<file path="config.mk">
export PLATFORM = sky130hd
export DESIGN_NAME = opb_addr_decode_hs
export DESIGN_NICKNAME = d
export VERILOG_FILES = /design/src/rtl/opb_addr_decode_hs.sv
export SDC_FILE = /design/constraint.sdc
export NUM_CORES = 1
export LEC_CHECK = 0
export ABC_AREA = 0
export CAP_MARGIN = 20
export CORE_ASPECT_RATIO = 1.75
export CORE_MARGIN = 10
export CORE_UTILIZATION = 32
export CTS_CLUSTER_DIAMETER = 50
export DETAILED_ROUTE_END_ITERATION = 8
export GPL_ROUTABILITY_DRIVEN = 0
export PLACE_DENSITY = 0.79
export SYNTH_ARGS = -nofsm -noshare
export SYNTH_HDL_FRONTEND = slang
export SYNTH_SLANG_ARGS = --single-unit
export TNS_END_PERCENT = 10
</file>
<file path="constraint.sdc">
create_clock -name OPB_CLK -period 1.9 [get_ports OPB_CLK]
set_input_delay 0.19 -clock OPB_CLK [delete_from_list [all_inputs] [get_ports OPB_CLK]]
set_output_delay 0.19 -clock OPB_CLK [all_outputs]
set_load 0.01 [all_outputs]
</file>
<file path="src/rtl/opb_addr_decode_hs.sv">
// OPB address decoder/router: per-slave base/size windows, fixed-latency or ACK-handshake slaves,
// bus-error responses with capture. Define OPB_DEC_TIMEOUT_EN to enable the handshake timeout.
module opb_addr_decode_hs #(
  parameter int                    NUM_SLV     = 4,
  parameter int                    AW          = 32,
  parameter int                    DW          = 32,
  parameter logic [NUM_SLV*AW-1:0] SLV_BASE    = {32'h300, 32'h200, 32'h100, 32'h0},
  parameter logic [NUM_SLV*AW-1:0] SLV_SIZE    = {4{32'h100}},
  parameter logic [NUM_SLV-1:0]    ACK_MASK    = 4'b1100,
  parameter int                    TIMEOUT     = 16,
  parameter int                    TW          = 8,
  parameter logic [15:0]           ERR_CNT_MAX = 16'hFFFF
) (
  input  logic                  OPB_CLK,
  input  logic                  OPB_RST_N,
  input  logic                  OPB_RE,
  input  logic                  OPB_WE,
  input  logic [AW-1:0]         OPB_ADDR,
  output logic [DW-1:0]         OPB_DO,
  output logic                  OPB_ACK,
  output logic                  OPB_ERR,
  output logic [NUM_SLV-1:0]    SLV_RE,
  output logic [NUM_SLV-1:0]    SLV_WE,
  input  logic [NUM_SLV*DW-1:0] SLV_RDATA,
  input  logic [NUM_SLV-1:0]    SLV_ACK,
  output logic [AW-1:0]         ERR_ADDR,
  output logic [1:0]            ERR_CODE,
  output logic [15:0]           ERR_CNT,
  output logic [1:0]            dbg_state
);
  localparam int IW = (NUM_SLV > 1) ? $clog2(NUM_SLV) : 1;

  typedef enum logic [1:0] {S_IDLE = 2'd0, S_WAIT = 2'd1, S_ERR = 2'd2} state_t;

  state_t          state, state_n;
  logic [IW-1:0]   sel, win_idx;
  logic            rd, forced;
  logic [NUM_SLV-1:0] hit, win_oh;
  logic            any_hit, accept, ack_c, err_c, to_err;
  logic [1:0]      code_n;
  logic [AW-1:0]   cap_addr;

  // Window bounds are widened by one bit so base+size never wraps.
  function automatic logic in_window(input logic [AW-1:0] a, input int i);
    logic [AW:0] lo, hi;
    lo = {1'b0, SLV_BASE[i*AW +: AW]};
    hi = lo + {1'b0, SLV_SIZE[i*AW +: AW]};
    return ({1'b0, a} >= lo) && ({1'b0, a} < hi);
  endfunction

  always_comb begin
    hit     = '0;
    win_idx = '0;
    for (int i = 0; i < NUM_SLV; i++) hit[i] = in_window(OPB_ADDR, i);
    for (int i = NUM_SLV - 1; i >= 0; i--) if (hit[i]) win_idx = IW'(i);
  end

  assign win_oh  = hit & (~hit + 1'b1);
  assign any_hit = |hit;
  assign accept  = OPB_RST_N && (state == S_IDLE) && (OPB_RE ^ OPB_WE) && any_hit;
  assign SLV_RE  = (accept && OPB_RE) ? win_oh : '0;
  assign SLV_WE  = (accept && OPB_WE) ? win_oh : '0;

`ifdef OPB_DEC_TIMEOUT_EN
  logic [TW-1:0] timer;
  logic [AW-1:0] addr_q;

  // Address is kept so a timeout reports the original strobe address.
  always_ff @(posedge OPB_CLK or negedge OPB_RST_N) begin
    if (!OPB_RST_N) begin
      timer  <= '0;
      addr_q <= '0;
    end else if (accept) begin
      timer  <= '0;
      addr_q <= OPB_ADDR;
    end else if (state == S_WAIT && !ack_c) begin
      timer  <= timer + 1'b1;
    end
  end
`else
  logic unused_cfg;
  assign unused_cfg = (TIMEOUT > 0) ^ (TW > 0);
`endif

  always_comb begin
    state_n  = state;
    ack_c    = 1'b0;
    err_c    = 1'b0;
    to_err   = 1'b0;
    code_n   = ERR_CODE;
    cap_addr = OPB_ADDR;
    case (state)
      S_IDLE: begin
        if (OPB_RE && OPB_WE) begin
          to_err = 1'b1;
          code_n = 2'b11;
        end else if (OPB_RE || OPB_WE) begin
          if (any_hit) state_n = S_WAIT;
          else begin
            to_err = 1'b1;
            code_n = 2'b01;
          end
        end
      end
      S_WAIT: begin
        ack_c = forced | SLV_ACK[sel];
        if (ack_c) state_n = S_IDLE;
`ifdef OPB_DEC_TIMEOUT_EN
        else if (timer == TW'(TIMEOUT - 1)) begin
          to_err   = 1'b1;
          code_n   = 2'b10;
          cap_addr = addr_q;
        end
`endif
      end
      S_ERR: begin
        ack_c   = 1'b1;
        err_c   = 1'b1;
        state_n = S_IDLE;
      end
      default: state_n = S_IDLE;
    endcase
    if (to_err) state_n = S_ERR;
  end

  always_ff @(posedge OPB_CLK or negedge OPB_RST_N) begin
    if (!OPB_RST_N) begin
      state    <= S_IDLE;
      sel      <= '0;
      rd       <= 1'b0;
      forced   <= 1'b0;
      ERR_ADDR <= '0;
      ERR_CODE <= '0;
      ERR_CNT  <= '0;
    end else begin
      state <= state_n;
      if (accept) begin
        sel    <= win_idx;
        rd     <= OPB_RE;
        forced <= ~ACK_MASK[win_idx];
      end
      if (to_err) begin
        ERR_ADDR <= cap_addr;
        ERR_CODE <= code_n;
        if (ERR_CNT != ERR_CNT_MAX) ERR_CNT <= ERR_CNT + 16'd1;
      end
    end
  end

  assign OPB_ACK   = ack_c;
  assign OPB_ERR   = err_c;
  assign OPB_DO    = (ack_c && rd && !err_c) ? SLV_RDATA[int'(sel)*DW +: DW] : '0;
  assign dbg_state = state;
endmodule

</file>
* Word-level counts from Yosys, hierarchy flattened
Cells that the tools add are included.
W data, S select, Z words.
** Operators by class
- Reductions and logical operators :: 19
- Bitwise gates (word level) :: 5
- Equal/unequal tests :: 8
- Magnitude comparators :: 9
- Shift-type cells :: 1
- Add/sub/neg operators :: 2
- Muxes and demuxes :: 26
** Operators by type and width (count)
- $shiftx A128 B8 Y32 :: 1
- $ge A32 B10 Y1 const B :: 2
- $lt A32 B10 Y1 const B :: 2
- $ge A32 B9 Y1 const B :: 1
- $lt A32 B11 Y1 const B :: 1
- $lt A32 B9 Y1 const B :: 1
- $mux W32 :: 1
- $mux W2 :: 12
- $add A16 B1 Y16 const B :: 1
- $ne A16 B16 Y1 const B :: 1
- $logic_and A1 B1 Y1 :: 11
- $ne A3 B3 Y1 const B :: 3
- $mux W4 :: 2
- $reduce_and A4 Y1 :: 2
- $mux W1 :: 7
- $lt A2 B3 Y1 const B :: 2
- $add A4 B1 Y4 const B :: 1
- $and A4 B4 Y4 :: 1
- $bmux W1 S2 :: 2
- $not A4 Y4 :: 1
- $pmux W2 S2 :: 1
- $reduce_or A4 Y1 :: 1
- $ne A3 B2 Y1 const B :: 1
- $eq A2 B1 Y1 const B :: 1
- 11 further kinds :: 11
** Storage, ports and cells
- Output and inout bits :: 94
- Word-level logic and storage cells :: 77
- Bits of input ports :: 168
- Register bits after elaboration :: 56

* Logic depth before layout (Yosys ltp)
- Depth after elaboration :: 9
- Depth in mapped cells :: 8
- Gate-level depth less buffers :: 7

* Worst setup path after synthesis
Ideal clock, no wire load.
- Path type :: reg2reg
- From :: register state[0] (netlist: dbg_state[0])
- To :: register ERR_CNT[15]
- Setup slack :: -0.023 ns
- Buffers on the path :: 1
- Arrival time :: 1.844 ns
- Cell stages (with the launch flop) :: 8
- Library setup time :: 0.079 ns
- Data required time :: 1.821 ns
- Period minus slack after synthesis :: 1.923 ns
- Path through :: dfrtp_1 > inv_1 > ha_1 > clkbuf_1 > nand3_1 > or4_1 > nor2_1 > xor2_1
** Between the ends
- Cells in the longest elaborated chain, start to end :: 3
** Ends and longest elaborated chain
- from (decl) :: RTL line 35 : state_t state, state_n;
- from (signal assigned) :: RTL line 136 : state <= state_n;
- $logic_not A2 Y1 :: RTL line 92 : case (state)
- $mux W1 :: RTL line 92
- $reduce_and A2 Y1 (no source line)
- to (signal assigned) :: RTL line 145 : if (ERR_CNT != ERR_CNT_MAX) ERR_CNT <= ERR_CNT + 16'd1;
- to (decl) :: RTL line 28 : output logic [15:0] ERR_CNT,
No other way between the ends.
A chain may end at the register's enable or synchronous reset.

* Worst setup path in the final report
- From :: register sel[0]
- To :: output port OPB_DO[10]
** Between the ends
- Cells in the longest elaborated chain, start to end :: 7
- Elaborated cells on any way between the ends :: 8
- Classes of those cells :: shift (1); mux (4); bitwise (1); reduce/logical (2)
** Ends and longest elaborated chain
- from (decl) :: RTL line 36 : logic [IW-1:0] sel, win_idx;
- from (signal assigned) :: RTL line 138 : sel <= win_idx;
- parallel branches: the longest is 6 deep, another holds $shiftx A128 B8 Y32
- $mux W32 * :: RTL line 152 : assign OPB_DO = (ack_c && rd && !err_c) ? SLV_RDATA[int'(sel)*DW +: DW] : '0;
- to (decl) :: RTL line 19 : output logic [DW-1:0] OPB_DO,
Every way passes the cells marked *. The select of a mux whose other input is x is not followed.

==> out/qor.csv <==
stage;metric;value;unit
timing;# setup viols final;67;
finish;Area Growth Syn to Fin;94.2;%
cts;CTS tree;built;
finish;layout cell share with drive strength beyond 1;34.9;%
cts;clk root buf;clkbuf_16;
timing;Fin Hold WS;107;ps
finish;Fillers;874;
status;status;complete, but fails checks;
finish;most common cell after layout, fill and taps aside;clkdlybuf4s50_1;
routing;starting DRC count in detailed routing;162;
worst_setup_path;CP Buf/Inv Count;4;
floorplan;starting density of the core;32.9;%
worst_setup_path;CP startpoint kind;flop;
global_routing;grt ovf;0;
logic_synthesis;FFs w/ async S/R, synth;100;%
logic_synthesis;prevailing post-synth register cell;dfrtp_1;
pwr;Clk pwr share;18.3;%
worst_setup_path;critical path's slowest cell;dfrtp_2;
cts;worst skew pair latency;300;ps
worst_setup_path;R2R Setup Slk;100;ps
floorplan;Cell Rows;50;
timing;min cycle time layout;2290;ps
timing;Clock Skews;12.8;ps
floorplan;die height;160;µm
logic_synthesis;area leader, netlist;dfrtp_1;
logic_synthesis;Synth Register Bits;56;
status;failing checks;setup timing;
worst_setup_path;Setup crit end kind;primary output;
pwr;Max VDD drop;993;µV
worst_setup_path;Max Fanout on Critical Path;6;
pwr;part of the power in combinational logic;50.3;%
worst_setup_path;CP peak stage delay;420;ps
cts;H-tree levels;2;
pwr;P_int;4.09;mW
logic_synthesis;Gate Count Post-Synth;288;
global_routing;number of antenna violations at the first check in global routing;4;
finish;fin nets;776;
timing;fmax;0.437;GHz
timing;hold violation total from the final report;0;
logic_synthesis;Ys Warns;0;
finish;final core utilization;63.9;%
floorplan;Top Ports;262;
timing;Slew Limit Fails;0;
worst_setup_path;RR Endpoint;ERR_CNT[15];
timing;fin crit share;120;%
pwr;Pwr Total;5.94;mW
worst_setup_path;cell count along the critical path;9;
worst_setup_path;WP data required;1710;ps
pwr;Sequential Power Share;31.4;%
pwr;Lkg Pwr;2.98;nW
logic_synthesis;top-area cell type share of the netlist area;39.4;%
global_routing;vias in the first global route;4140;
logic_synthesis;register area share after synthesis;39.4;%
min_path;Hold Path Class;in -> async;
logic_synthesis;post-synthesis area per instance;12.4;µm²
flow_run;max-cap viol count;0;
timing;Slew @ Worst Pin;737;ps
logic_synthesis;Yosys cell types;35;
routing;drt drc;0;
cts;CTS buffer count;5;
placed_design;DP Wirelength;14300;µm
logic_synthesis;EDFF count, synth;0;
routing;1st-pass router iterations;4;
cts;clock slew at reported path FFs;80;ps
routing;Wirelength per Cell;23.9;µm
timing;Rel. slew slack;50.9;%
routing;Final ANT Viol Nets;0;
placed_design;PortBufs;261;
global_routing;gr usage total;20.9;%
pwr;Sw Pwr;1.85;mW
worst_setup_path;CP top delay family;buffers and inverters;
floorplan;Core ar.;10800;µm²
worst_setup_path;Critical path destination;OPB_DO[10];
floorplan;Die ar.;15900;µm²
routing;Via density;5.14;
cts;CTS sink cnt;56;
worst_setup_path;FF-to-FF Start;dbg_state[0];
global_routing;largest net degree at the start of global routing;57;
worst_setup_path;CP arrival;2100;ps
global_routing;first-pass GRT wire length;25800;µm
timing;RSZ-0062 raised after global routing;true;
logic_synthesis;Synth Cell Area;3560;µm²
logic_synthesis;Synth area leaders;dfrtp_1 39%, mux4_2 21%, mux2_2 11%, nor2b_1 5.8%, xor2_1 3.0%;
finish;most frequent cells in the layout;197 x clkdlybuf4s50_1, 55 x dfrtp_1, 50 x buf_4, 40 x buf_2, 34 x mux2_2;
worst_setup_path;Crit. Startpoint;sel[0];
worst_setup_path;Crit Path Class;reg -> out;
worst_setup_path;worst r2r path cells;8;
worst_setup_path;cells along the critical path;mux4_2 -> nor2_2 -> nor2b_2 -> nand4b_1 -> buf_6 -> buf_12 -> buf_8 -> nor2b_1 -> buf_2;
pwr;Pwr Density;860;nW/µm²
routing;detailed-route via count;3772;
floorplan;die width;99.7;µm
cts;CTS Buffer Depth;2;
timing;fin worst setup slack;-387;ps
routing;WL final;17500;µm
logic_synthesis;Mapped Nets;463;
pwr;Sw Ratio;31.1;%
flip-flops by register name, indices dropped and copies added, names as in the netlist:
name       cells
ERR_CODE       2
ERR_CNT       16
forced         1
rd             1
ERR_ADDR      32
sel            2
dbg_state      2
power groups by stage:
stage / combinational (mW) / clock (mW) / sequential (mW)
finish: 2.99 / 1.09 / 1.86
global route: 3.18 / 1.15 / 1.92
CTS: 3.01 / 1.12 / 1.86
detailed placement: 2.94 / 0 / 1.88
floorplan: 0.894 / 0 / 2.11
global placement: 2.88 / 0 / 1.85
synth_stat cells (all sizes together) (2+ instances only):
cell type  number
a21oi           2
buf             7
clkbuf         10
dfrtp          56
ha              7
inv             7
mux2           36
mux4           33
nand2          13
nand2b          4
nand3           9
nand4           4
nand4b          2
nor2           18
nor2b          33
nor3            5
nor4            9
o21ai           6
or4             2
xnor2           2
xor2           12
layer usage:
metal,GRT usage [%],wire [µm]
met2,36.5,9050
met3,8.46,1990
met4,6.02,291
met1,22.0,6170
met5,0,28
what timing repair did:
item	in CTS	in global routing
buffers inserted	14	1
hold buffers	0	0
pin swaps	14	10
endpoints found under the setup margin	89	86
gates resized for setup	221	23
gates cloned	1	1
metrics by stage:
step | worst slack (ps) | area [µm²] | instances | TNS, ps
finish | -387 | 6910 | 734 | -12080
detailed placement | -787 | 6620 | 708 | -49670
global route | -445 | 6910 | 733 | -16940
floorplan | -11.2 | 3560 | 288 | -335
global placement | -718 | 6620 | 708 | -48180
CTS | -374 | 6850 | 731 | -12580
worst min-delay path by stage:
stage                     startpoint          end  slack (ps)  cells after the start
final                      OPB_RST_N  ERR_CNT[15]         110                      2
after global routing       OPB_RST_N  ERR_CNT[15]         160                      2
after CTS                  OPB_RST_N   ERR_CNT[6]         140                      2
after detailed placement   OPB_RST_N   ERR_CNT[6]         440                      2
after global placement     OPB_RST_N  ERR_CNT[15]         430                      2
after floorplan            OPB_RST_N  ERR_ADDR[0]        -110                      0
cell families after synthesis:
logic type,Yosys count,synth area share (%)
adder cells (fa/ha/maj),7,2.46
buffers and inverters,24,3.34
XOR/XNOR,14,3.44
multiplexers,69,32.3
flip-flops,56,39.4
AO/OA/AOI/OAI,14,3.06
AND/OR/NAND/NOR,104,16.1
area by class of cell:
| class | count | area (µm²) | share of cell area (%) |
|---|---|---|---|
| clock inverter | 3 | 46.3 | 0.670 |
| sequential | 56 | 1400 | 20.3 |
| tap | 130 | 163 | 2.35 |
| clock buffer | 5 | 125 | 1.81 |
| multi-input combinational | 208 | 2210 | 31.9 |
| timing repair buffer | 323 | 2940 | 42.5 |
| antenna | 2 | 5.00 | 0.0724 |
| inverter | 7 | 26.3 | 0.380 |
Power figures use the tool's default switching activity.
